==> config.mk <==
export PLATFORM = sky130hd
export DESIGN_NAME = gat_bram_host_bridge
export DESIGN_NICKNAME = d
export VERILOG_FILES = /design/src/rtl/gat_bram_host_bridge.sv
export SDC_FILE = /design/constraint.sdc
export NUM_CORES = 1
export LEC_CHECK = 0
export ABC_AREA = 1
export BUFFER_PORTS_ARGS = -buffer_cell sky130_fd_sc_hd__buf_2
export CORE_MARGIN = 2
export CORE_UTILIZATION = 50
export DETAILED_ROUTE_END_ITERATION = 10
export PLACE_DENSITY = 0.77
export SLEW_MARGIN = 5
export SYNTH_ARGS = -nofsm -noshare
export SYNTH_HDL_FRONTEND = slang
export SYNTH_SLANG_ARGS = --single-unit
==> constraint.sdc <==
create_clock -name clk -period 5 [get_ports clk]
set_input_delay 0.25 -clock clk [delete_from_list [all_inputs] [get_ports clk]]
set_output_delay 0.25 -clock clk [all_outputs]
set_load 0.01 [all_outputs]
==> src/rtl/gat_bram_host_bridge.sv <==
// Host byte-addressed bus to multi-channel word-addressed GAT BRAM bridge.
// Fixed-latency ordered response pipeline, per-channel bounds check and
// per-channel write counting that drives load_done.

// Per-channel load tracker: saturating write counter plus registered done flag.
module gat_bram_load_ctr #(
    parameter int CNT_W = 19
) (
    input  logic             clk,
    input  logic             rst,
    input  logic             inc,
    input  logic             clr,
    input  logic [CNT_W-1:0] len,
    output logic             load_done
);
    logic [CNT_W-1:0] cnt;
    logic [CNT_W-1:0] cnt_nxt;

    // Clear beats a coincident write; saturate rather than wrap.
    always_comb begin
        cnt_nxt = cnt;
        if (clr)
            cnt_nxt = '0;
        else if (inc && cnt != '1)
            cnt_nxt = cnt + 1'b1;
    end

    // Done is judged on the post-update count so it rises the cycle after the last write.
    always_ff @(posedge clk or posedge rst) begin
        if (rst) begin
            cnt       <= '0;
            load_done <= 1'b0;
        end else begin
            cnt       <= cnt_nxt;
            load_done <= (cnt_nxt >= len) && (len != '0);
        end
    end
endmodule

module gat_bram_host_bridge #(
    parameter int NUM_CH      = 4,
    parameter int MEM_ADDR_W  = 18,
    parameter int MEM_DATA_W  = 20,
    parameter int HOST_DATA_W = 32,
    parameter int BYTE_SHIFT  = 2,
    parameter int HOST_ADDR_W = 22,
    parameter int RD_LATENCY  = 2,
    parameter int SIGN_EXT    = 0
) (
    input  logic                               clk,
    input  logic                               rst,
    input  logic                               core_busy,
    input  logic                               host_req_valid,
    output logic                               host_req_ready,
    input  logic                               host_req_we,
    input  logic [HOST_ADDR_W-1:0]             host_req_addr,
    input  logic [HOST_DATA_W-1:0]             host_req_wdata,
    output logic                               host_rsp_valid,
    output logic [HOST_DATA_W-1:0]             host_rsp_rdata,
    output logic                               host_rsp_err,
    input  logic [NUM_CH*(MEM_ADDR_W+1)-1:0]   ch_len,
    input  logic [NUM_CH-1:0]                  clear_load,
    output logic [NUM_CH-1:0]                  load_done,
    output logic [NUM_CH-1:0]                  mem_en,
    output logic [NUM_CH-1:0]                  mem_we,
    output logic [MEM_ADDR_W-1:0]              mem_addr,
    output logic [MEM_DATA_W-1:0]              mem_wdata,
    input  logic [NUM_CH*MEM_DATA_W-1:0]       mem_rdata
);
    localparam int CH_W = (NUM_CH > 1) ? $clog2(NUM_CH) : 1;

    logic [NUM_CH-1:0][MEM_ADDR_W:0]   len_a;
    logic [NUM_CH-1:0][MEM_DATA_W-1:0] rd_a;
    assign len_a = ch_len;
    assign rd_a  = mem_rdata;

    logic [MEM_ADDR_W-1:0] req_word;
    logic [CH_W-1:0]       req_ch;
    logic [NUM_CH-1:0]     req_onehot;
    logic                  ch_ok;
    logic [MEM_ADDR_W:0]   sel_len;
    logic                  req_err;
    logic                  accept;

    assign req_word   = host_req_addr[BYTE_SHIFT +: MEM_ADDR_W];
    assign req_ch     = host_req_addr[BYTE_SHIFT+MEM_ADDR_W +: CH_W];
    assign req_onehot = NUM_CH'(1) << req_ch;

    // Acceptance is purely combinational from reset and core ownership.
    assign host_req_ready = !rst && !core_busy;
    assign accept         = host_req_valid && host_req_ready;

    // Bounds check: channel must exist and word must sit below that channel's live depth.
    always_comb begin
        ch_ok   = 32'(req_ch) < NUM_CH;
        sel_len = '0;
        if (ch_ok)
            sel_len = len_a[req_ch];
        req_err = !ch_ok || ({1'b0, req_word} >= sel_len);
    end

    // BRAM command register: one-hot enable for exactly one cycle after accept.
    always_ff @(posedge clk or posedge rst) begin
        if (rst) begin
            mem_en    <= '0;
            mem_we    <= '0;
            mem_addr  <= '0;
            mem_wdata <= '0;
        end else begin
            mem_en <= '0;
            mem_we <= '0;
            if (accept && !req_err) begin
                mem_en    <= req_onehot;
                mem_we    <= host_req_we ? req_onehot : '0;
                mem_addr  <= req_word;
                mem_wdata <= host_req_wdata[MEM_DATA_W-1:0];
            end
        end
    end

    // Response tag pipeline; stage k is valid k+1 cycles after accept, so
    // stage RD_LATENCY lines up with BRAM read data for every request type.
    logic [RD_LATENCY:0]           vld_pipe;
    logic [RD_LATENCY:0]           err_pipe;
    logic [RD_LATENCY:0][CH_W-1:0] ch_pipe;

    // Shift tags down the pipeline; reset drops everything in flight.
    always_ff @(posedge clk or posedge rst) begin
        if (rst) begin
            vld_pipe <= '0;
            err_pipe <= '0;
            ch_pipe  <= '0;
        end else begin
            vld_pipe <= {vld_pipe[RD_LATENCY-1:0], accept};
            err_pipe <= {err_pipe[RD_LATENCY-1:0], req_err};
            ch_pipe  <= {ch_pipe[RD_LATENCY-1:0], req_ch};
        end
    end

    logic [MEM_DATA_W-1:0] rsp_word;

    // Select the tagged channel's read data; writes and errors return zero.
    always_comb begin
        rsp_word = '0;
        if (vld_pipe[RD_LATENCY] && !err_pipe[RD_LATENCY] && 32'(ch_pipe[RD_LATENCY]) < NUM_CH)
            rsp_word = rd_a[ch_pipe[RD_LATENCY]];
    end

    assign host_rsp_valid = vld_pipe[RD_LATENCY];
    assign host_rsp_err   = vld_pipe[RD_LATENCY] && err_pipe[RD_LATENCY];

    generate
        if (HOST_DATA_W > MEM_DATA_W) begin : g_ext
            logic ext_bit;
            assign ext_bit        = (SIGN_EXT != 0) && rsp_word[MEM_DATA_W-1];
            assign host_rsp_rdata = {{(HOST_DATA_W-MEM_DATA_W){ext_bit}}, rsp_word};
        end else begin : g_noext
            assign host_rsp_rdata = rsp_word;
        end
    endgenerate

    // Per-channel load tracking, counting only in-range accepted writes.
    genvar c;
    generate
        for (c = 0; c < NUM_CH; c++) begin : g_ch
            gat_bram_load_ctr #(.CNT_W(MEM_ADDR_W+1)) u_ctr (
                .clk       (clk),
                .rst       (rst),
                .inc       (accept && host_req_we && !req_err && req_onehot[c]),
                .clr       (clear_load[c]),
                .len       (len_a[c]),
                .load_done (load_done[c])
            );
        end
    endgenerate

    // Address low bits and wdata high bits are intentionally ignored.
    logic unused_bits;
    assign unused_bits = ^{host_req_addr, host_req_wdata};
endmodule

* Word level (Yosys, flattened, before mapping)
Index checks and enable logic that the tools add are counted.
Cells by class: muxes and demuxes 16, equality and inequality tests 4, $lt $le $gt $ge 7, $add $sub $neg 4, reductions and logical operators 27, shift operators 1
Operators with widths (count):
- 19-bit two-way mux | 9
- 19-bit by 1-bit adder with 19-bit output, second input constant | 4
- 19-bit >= comparator | 4
- 19-bit != test, second input constant | 4
- 19-bit nonzero test | 4
- 20-bit binary-select mux with 2-bit select | 1
- 20-bit two-way mux | 2
- 19-bit binary-select mux with 2-bit select | 1
- 18-bit by 19-bit >= comparator with 1-bit output | 1
- 1-bit logical AND | 19
- 4-bit two-way mux | 3
- 2-bit by 3-bit less-than comparator with 1-bit output, second input constant | 2
- 1-bit zero test | 4
- 1-bit by 2-bit left shift with 4-bit output, first input constant | 1
Word-level totals: word-level logic and storage cells 76, output and inout port bits 85, input bits 219, bits in registers 138

* Logic depth before layout (Yosys ltp)
Gate-level depths: netlist of run 1.
depth after elaboration 11, depth in mapped cells 34, gate-level depth less buffers 32

* Cells and area by module
A second synthesis of run 1 with hierarchy kept.
Second synthesis, totals: cells, all modules 1629, area total of the unflattened synthesis 11159.5 µm²
By module, submodules not included:
- gat_bram_host_bridge | cells each 518, area an instance 3792.4 µm², times used 1
- gat_bram_load_ctr (g_ch[1].u_ctr ...) | cells each 267, area an instance 1796.7 µm², times used 2
- gat_bram_load_ctr (g_ch[3].u_ctr) | cells each 296, area an instance 1931.9 µm², times used 1
- gat_bram_load_ctr (g_ch[0].u_ctr) | cells each 281, area an instance 1841.8 µm², times used 1

* Worst setup path after synthesis of run 1
OpenSTA, ideal clock, no wires.
path kind input-to-reg, start input host_req_addr[20], end register g_ch[0].u_ctr.load_done, path slack 1210 ps, data arrival time 3670 ps, required time 4880 ps, setup time 120 ps, stages on the path 30, path through buf_2 > nor2_1 > inv_1 > clkbuf_1 > o22ai_1 > a221oi_1 > ha_1 > nand2_1 > nor2_1 > nand2_1 > nor2_1 > inv_1 > nand3_1 > nand2_1 > nand3_2 > buf_6 > nor2_8 > buf_4 > nand3_1 > nand2_1 > nor2_1 > ha_1 > a21oi_1 > nor2_1 > a211oi_1 > o21ai_0 > nand2_1 > nand4_1 > o21ai_0 > inv_1
Between the ends: longest elaborated chain between the ends 11
Ends and longest elaborated chain:
- start, declared | RTL line 56 | input logic [HOST_ADDR_W-1:0] host_req_addr,
- 19-bit binary-select mux with 2-bit select | RTL line 98 | sel_len = len_a[req_ch];
- 19-bit two-way mux (not written as such) | RTL line 98
- 18-bit by 19-bit >= comparator with 1-bit output | RTL line 99 | req_err = !ch_ok || ({1'b0, req_word} >= sel_len);
- 1-bit zero test | RTL line 169 | .inc (accept && host_req_we && !req_err && req_onehot[c]),
- 1-bit logical AND | RTL line 169
- 1-bit logical AND (*) | RTL line 169
- 1-bit logical AND (*) | RTL line 24 | else if (inc && cnt != '1)
- 19-bit two-way mux (*) | RTL line 24
- 19-bit two-way mux (*) | RTL line 22 | if (clr)
- named net g_ch[0].u_ctr.cnt_nxt[8] | RTL line 17 | logic [CNT_W-1:0] cnt_nxt;
- 19-bit >= comparator (*) | RTL line 35 | load_done <= (cnt_nxt >= len) && (len != '0);
- 1-bit logical AND (*) | RTL line 35
- end signal, assigned | RTL line 35
- end, declared | RTL line 14 | output logic load_done
The timed path passes the listed nets; every way through them passes the cells marked *. The select of a mux whose other input is x is not followed. A chain may end at the register's enable or synchronous reset.

* Final worst setup path of run 1
Ends and elaborated chain as after synthesis.

==> impl_metrics.py, run 1 <==
metrics = {
    "sta": {
        "fin_setup_tns_ns": 0,
        "worst_slew_pin_slew_ns": 0.914,
        "finalSetupViolCount": 0,
        "period_minus_slack_ns": 4.43,
        "finalCritPeriodShare_pct": 88.6,
        "rsz0062_at_grt": "false",
        "drv_slew": 0,
        "finClkSkew_ns": 0.0106,
        "timing.fmax_mhz": 226,
        "max_slew_margin_pct": 39.0,
        "layout_setup_ws_ns": 0.571,
        "hold_viol_final": 0,
    },
    "floorplanning": {
        "die_w_um": 149,
        "die_y_um": 149,
        "dieArea_um2": 22300,
        "num_rows": 53,
        "coreArea_um2": 20900,
        "initial_core_util_pct": 50.5,
        "io_pins": 304,
    },
    "critical_path": {
        "r2r-end": "g_ch[0].u_ctr.load_done",
        "crit_family": "simple AND/OR/NAND/NOR gates",
        "end_kind": "flip-flop",
        "worst-path-stages": 25,
        "cp.required_ns": 5.30,
        "worstSetupStartpoint": "host_req_addr[20]",
        "regToRegStartpoint": "g_ch[0].u_ctr.cnt[0]",
        "criticalPathCategory": "in -> reg",
        "cp_common_cell": "nand2_1",
        "worstPathArrival_ns": 4.73,
        "endpoint": "g_ch[0].u_ctr.load_done",
        "critPathLaunchType": "input pin",
        "cpPeakStageDelay_ns": 0.49,
        "critical_path.max_fanout": 33,
        "r2r_slack_ns": 1.56,
        "path_buf_inv": 3,
        "rr_worst_depth": 22,
        "slowest_stage": "nand2_1",
    },
    "synthesis": {
        "ys.flop_type": "dfrtp_1",
        "ys_types": 41,
        "yosysTopAreaCellShare_pct": 32.7,
        "yosysSeqAreaShare_pct": 32.7,
        "yosysWarnings": 0,
        "yosysMostFrequentCell": "nand2_1",
        "synthTopCellsByCount": "338 x nand2_1, 248 x nor2_1, 197 x inv_1",
        "synth.area.top_cells": "dfrtp_1 33%, nand2_1 12%, ha_1 12%, nor2_1 8.8%, inv_1 7.0%",
        "synthArstFlopShare_pct": 100,
        "synth_cells": 1547,
        "synth_edf_count": 0,
        "synth.largest_area_cell": "dfrtp_1",
        "netlist_area_um2": 10500,
        "syn_area_per_cell_um2": 6.82,
        "synth_seq_cells": 138,
    },
    "grt": {
        "grt_pass1_vias": 10600,
        "grt_max_degree": 96,
        "antenna_found_initial": 1,
        "grt_pass1_wl_um": 53300,
        "grt-ovfl-total": 0,
        "track_usage_pct": 31.1,
    },
    "clock_network": {
        "ctsHtreeMaxLevel": 4,
        "cts-resized-gates": 0,
        "clock_path_buffers": 2,
        "cts_sinks": 138,
        "clk_pin_slew_worst_paths_ns": 0.06,
        "root_buffer": "clkbuf_16",
        "holdBufCountCts": 0,
        "clock_latency_ns": 0.43,
        "cts_tree": "yes",
        "cts_inserted_buffers": 17,
        "postCtsSetupBuffers": 0,
    },
    "status": {
        "outcome": "finished, final reports clean",
    },
    "detailed_routing": {
        "drt-pass1-iter-count": 8,
        "wl_um": 35100,
        "vias": 11500,
        "vias_per_cell": 5.49,
        "drtAntennaViolNets": 0,
        "routedWlPerCell_um": 16.8,
        "drt_iter0_drc": 1179,
        "drc_errors": 0,
    },
    "placement": {
        "post-place-ws_ns": 0.291,
        "port_buffers": 277,
        "hpwl_um": 27500,
        "postPlaceCellArea_um2": 12100,
        "gp_congestion": 1.01,
    },
    "final_layout": {
        "synthToLayoutAreaGrowth_pct": 20.6,
        "utilization_pct": 60.9,
        "finalNetCount": 2116,
        "drive_gt1_share_pct": 18.3,
        "fill_cells": 1988,
        "fin_area_um2": 12700,
    },
    "pwr": {
        "p_per_area_nw_per_um2": 255,
        "ir_drop_uv": 195,
        "power.total_uw": 3240,
        "p_leak_uw": 0.00723,
    },
    "job": {
        "cap_viol_max_count": 0,
    },
    "worst_hold_path": {
        "hp-class": "in -> async",
    },
}
[state kept, by name (all words and copies together) (netlist names)]
name	cells
ch_pipe	6
err_pipe	3
g_ch.u_ctr.cnt	76
g_ch.u_ctr.load_done	4
mem_addr	18
mem_en	4
mem_wdata	20
mem_we	4
vld_pipe	3
[final cells by class]
| class | count | area, µm² | share of cell area [%] |
|---|---|---|---|
| sequential | 138 | 3450 | 27.2 |
| inverter | 202 | 763 | 6.00 |
| multi-input combinational | 1151 | 6020 | 47.4 |
| tap | 275 | 344 | 2.71 |
| timing repair buffer | 289 | 1490 | 11.7 |
| clock inverter | 10 | 165 | 1.30 |
| antenna | 2 | 5.00 | 0.0394 |
| clock buffer | 22 | 474 | 3.73 |
[where the power goes]
group          switching, µW  internal, µW
sequential              44.0          1200
combinational            393           230
clock                    502           876
total                    940          2300
[how the worst min path moves through the flow]
stage	from	end	slack (ns)	cells past startpoint
floorplan	host_req_addr[20]	ch_pipe[0]	0.28	0
global placement	ch_pipe[2]	ch_pipe[4]	0.33	0
detailed placement	vld_pipe[0]	vld_pipe[1]	0.33	0
CTS	clear_load[1]	g_ch[1].u_ctr.cnt[0]	0.01	2
global route	host_req_addr[21]	ch_pipe[1]	0.01	1
finish	rst	mem_addr[0]	0.02	2
[cells in the final DEF, fill, tap and decap left out, types with 2 or more instances in the layout]
cell type / count
nand2_1: 338
buf_2: 277
nor2_1: 247
inv_1: 196
nand3_1: 142
dfrtp_1: 138
a21oi_1: 114
ha_1: 98
o21ai_0: 52
nand4_1: 32
nor3_1: 27
nor4_1: 20
o22ai_1: 17
a221oi_1: 17
clkbuf_16: 17
conb_1: 12
buf_4: 11
clkinv_1: 4
bufinv_16: 4
a21o_1: 3
and3_1: 3
xor2_1: 3
a211oi_1: 3
clkinvlp_4: 3
clkbuf_8: 3
diode_2: 2
nor2_8: 2
a22oi_1: 2
nor2_2: 2
o21a_1: 2
o21bai_1: 2
clkbuf_1: 2
clkinv_4: 2
[stage by stage]
stage               cells  hold slack, ns
floorplan            1558           0.281
global placement     2055           0.331
detailed placement   2055           0.335
CTS                  2087          0.0150
global route         2088          0.0134
finish               2089          0.0225
[layer usage]
layer,global-route usage (%),vias up,wire length [µm]
met2,53.1,540,16600
li1,-,5602,-
met1,37.0,5204,13700
met4,16.0,0,1720
met5,0,-,0
met3,6.67,117,3070
[cells by family (layout without fill, tap and decap cells)]
kind of cell	Yosys count	count (layout)	share of synthesized area, %
and+or+nand+nor	821	821	33.2
buffers and inverters	269	523	10.7
AOI/OAI and AO/OA	216	216	11.4
DFF	138	138	32.7
adders and majority gates	98	98	11.6
xor gates and xnor gates	4	4	0.332
other	1	14	0.0355
Note: power is estimated with default switching activity, not from simulation.
==> run 2: changes to the inputs <==
Settings changed: CTS_BUF_LIST set to sky130_fd_sc_hd__clkbuf_8 sky130_fd_sc_hd__clkbuf_16.
==> run 2 against run 1 <==
- largest cell class unchanged
- sequential share of layout area unchanged
- largest power group unchanged
- global-route usage unchanged
- sequential power about the same
- die area stayed put
==> impl_metrics.py, run 2 (synthesized netlist as in run 1, its figures left out) <==
metrics = {
    "sta": {
        "rsz0062_at_grt": "false",
        "fin_setup_tns_ns": 0,
        "drv_slew": 0,
        "timing.fmax_mhz": 224,
        "finClkSkew_ns": 0.00731,
        "worst_slew_pin_slew_ns": 0.914,
        "period_minus_slack_ns": 4.47,
        "holdWs_ns": 0.0218,
        "hold_viol_final": 0,
        "finalSetupViolCount": 0,
        "max_slew_margin_pct": 39.0,
        "finalCritPeriodShare_pct": 89.3,
    },
    "detailed_routing": {
        "drt_iter0_drc": 1172,
        "vias_per_cell": 5.49,
        "drc_errors": 0,
        "drt-pass1-iter-count": 6,
        "routedWlPerCell_um": 16.8,
        "drtAntennaViolNets": 0,
        "wl_um": 35100,
        "vias": 11500,
    },
    "clock_network": {
        "clk_pin_slew_worst_paths_ns": 0.06,
        "clock_path_buffers": 2,
        "root_buffer": "clkbuf_16",
        "cts-resized-gates": 0,
        "postCtsSetupBuffers": 0,
        "cts_tree": "yes",
        "ctsHtreeMaxLevel": 4,
        "cts_inserted_buffers": 17,
        "cts_sinks": 138,
        "clock_latency_ns": 0.43,
        "holdBufCountCts": 0,
    },
    "critical_path": {
        "rr_worst_depth": 22,
        "worstPathArrival_ns": 4.77,
        "criticalPathCategory": "in -> reg",
        "critical_path.max_fanout": 33,
        "critPathLaunchType": "input pin",
        "end_kind": "flip-flop",
        "r2r-end": "g_ch[0].u_ctr.load_done",
        "cp.required_ns": 5.31,
        "r2r_slack_ns": 1.52,
        "regToRegStartpoint": "g_ch[0].u_ctr.cnt[0]",
    },
    "floorplanning": {
        "coreArea_um2": 20900,
        "initial_core_util_pct": 50.5,
        "die_w_um": 149,
        "io_pins": 304,
        "num_rows": 53,
        "dieArea_um2": 22300,
        "die_y_um": 149,
    },
    "placement": {
        "hpwl_um": 27500,
        "port_buffers": 277,
        "gp_congestion": 1.01,
        "placed_cells": 2055,
    },
    "final_layout": {
        "finalNetCount": 2116,
        "final_cell_mix": "338 x nand2_1, 277 x buf_2, 247 x nor2_1",
        "top_register": "g_ch.u_ctr.cnt",
        "largest_reg_flops": 76,
        "mostFrequentLayoutCell": "nand2_1",
        "synthToLayoutAreaGrowth_pct": 20.6,
        "drive_gt1_share_pct": 18.3,
        "finalNonFillerCells": 2089,
        "reg_top3": "g_ch.u_ctr.cnt x76, mem_wdata x20, mem_addr x18",
    },
    "grt": {
        "grt-ovfl-total": 0,
        "grt_pass1_wl_um": 53300,
        "track_usage_pct": 31.1,
        "grt_pass1_vias": 10600,
        "grt_max_degree": 96,
        "antenna_found_initial": 1,
    },
    "job": {
        "cap_viol_max_count": 0,
    },
    "pwr": {
        "ir_drop_uv": 196,
        "p_per_area_nw_per_um2": 255,
        "p_leak_uw": 0.00724,
    },
    "status": {
        "outcome": "finished, final reports clean",
    },
    "worst_hold_path": {
        "hp-class": "in -> async",
    },
}
run 2: changes by cell type in the layout (fill, tap and decap cells not counted), sizes merged:
cell and change:
clkbuf -2, inv +2
run 2: final cells by class:
cell class	instances	area, µm²
diodes	2	5.00
clock buffers	20	467
clock inverters	12	173
fillers	1988	8170
inverters	202	763
multi-input cells	1151	6020
flip-flops and latches	138	3450
well taps	275	344
repair buffers	289	1490
run 2: metal layers:
metal	part of all wire [%]	track usage, %
met1	39	37.0
met2	47	53.1
met3	9.0	6.67
met4	4.8	16.0
met5	0	0
run 2: how the worst max path moves through the flow:
| stage | from | endpoint | slack (ns) |
|---|---|---|---|
| floorplan | rst | ch_pipe[0] | 1.05 |
| global placement | host_req_addr[20] | g_ch[2].u_ctr.load_done | 0.35 |
| detailed placement | host_req_addr[20] | g_ch[3].u_ctr.load_done | 0.29 |
| CTS | host_req_addr[20] | g_ch[0].u_ctr.load_done | 0.70 |
| global route | host_req_addr[20] | g_ch[0].u_ctr.load_done | 0.26 |
| finish | host_req_addr[20] | g_ch[0].u_ctr.load_done | 0.53 |
run 2: metrics by stage:
stage                     setup slack (ns)  power, µW  cell area [µm²]  util (%)
after floorplan                       1.05       1590            10600         -
after CTS                            0.703       3250            12700      60.9
after global placement               0.354       1860            12100      57.8
after detailed placement             0.291       1880            12100      57.8
after global routing                 0.255       3370            12700      60.9
final                                0.533       3240            12700      60.9
run 2: worst max-delay path: stages:
cell      delay, ns
buf_2          0.16
nand2_1        0.49
o22ai_1        0.16
a221oi_1       0.46
ha_1           0.35
nand2_1        0.07
nand2_1        0.05
nor2_1         0.12
nor2_1         0.07
inv_1          0.05
nand3_1        0.06
nand2_1        0.08
nand3_2        0.36
nor2_8         0.49
a21oi_1        0.12
nor2_1         0.28
ha_1           0.33
nand2_1        0.11
nor2_1         0.05
a211oi_1       0.22
o21ai_0        0.12
nand2_1        0.07
nand4_1        0.06
o21ai_0        0.13
inv_1          0.07
run 2: power breakdown:
part	switching [µW]	total [µW]	internal, µW
sequential	44.1	1240	1200
clock	506	1380	872
combinational	393	623	230
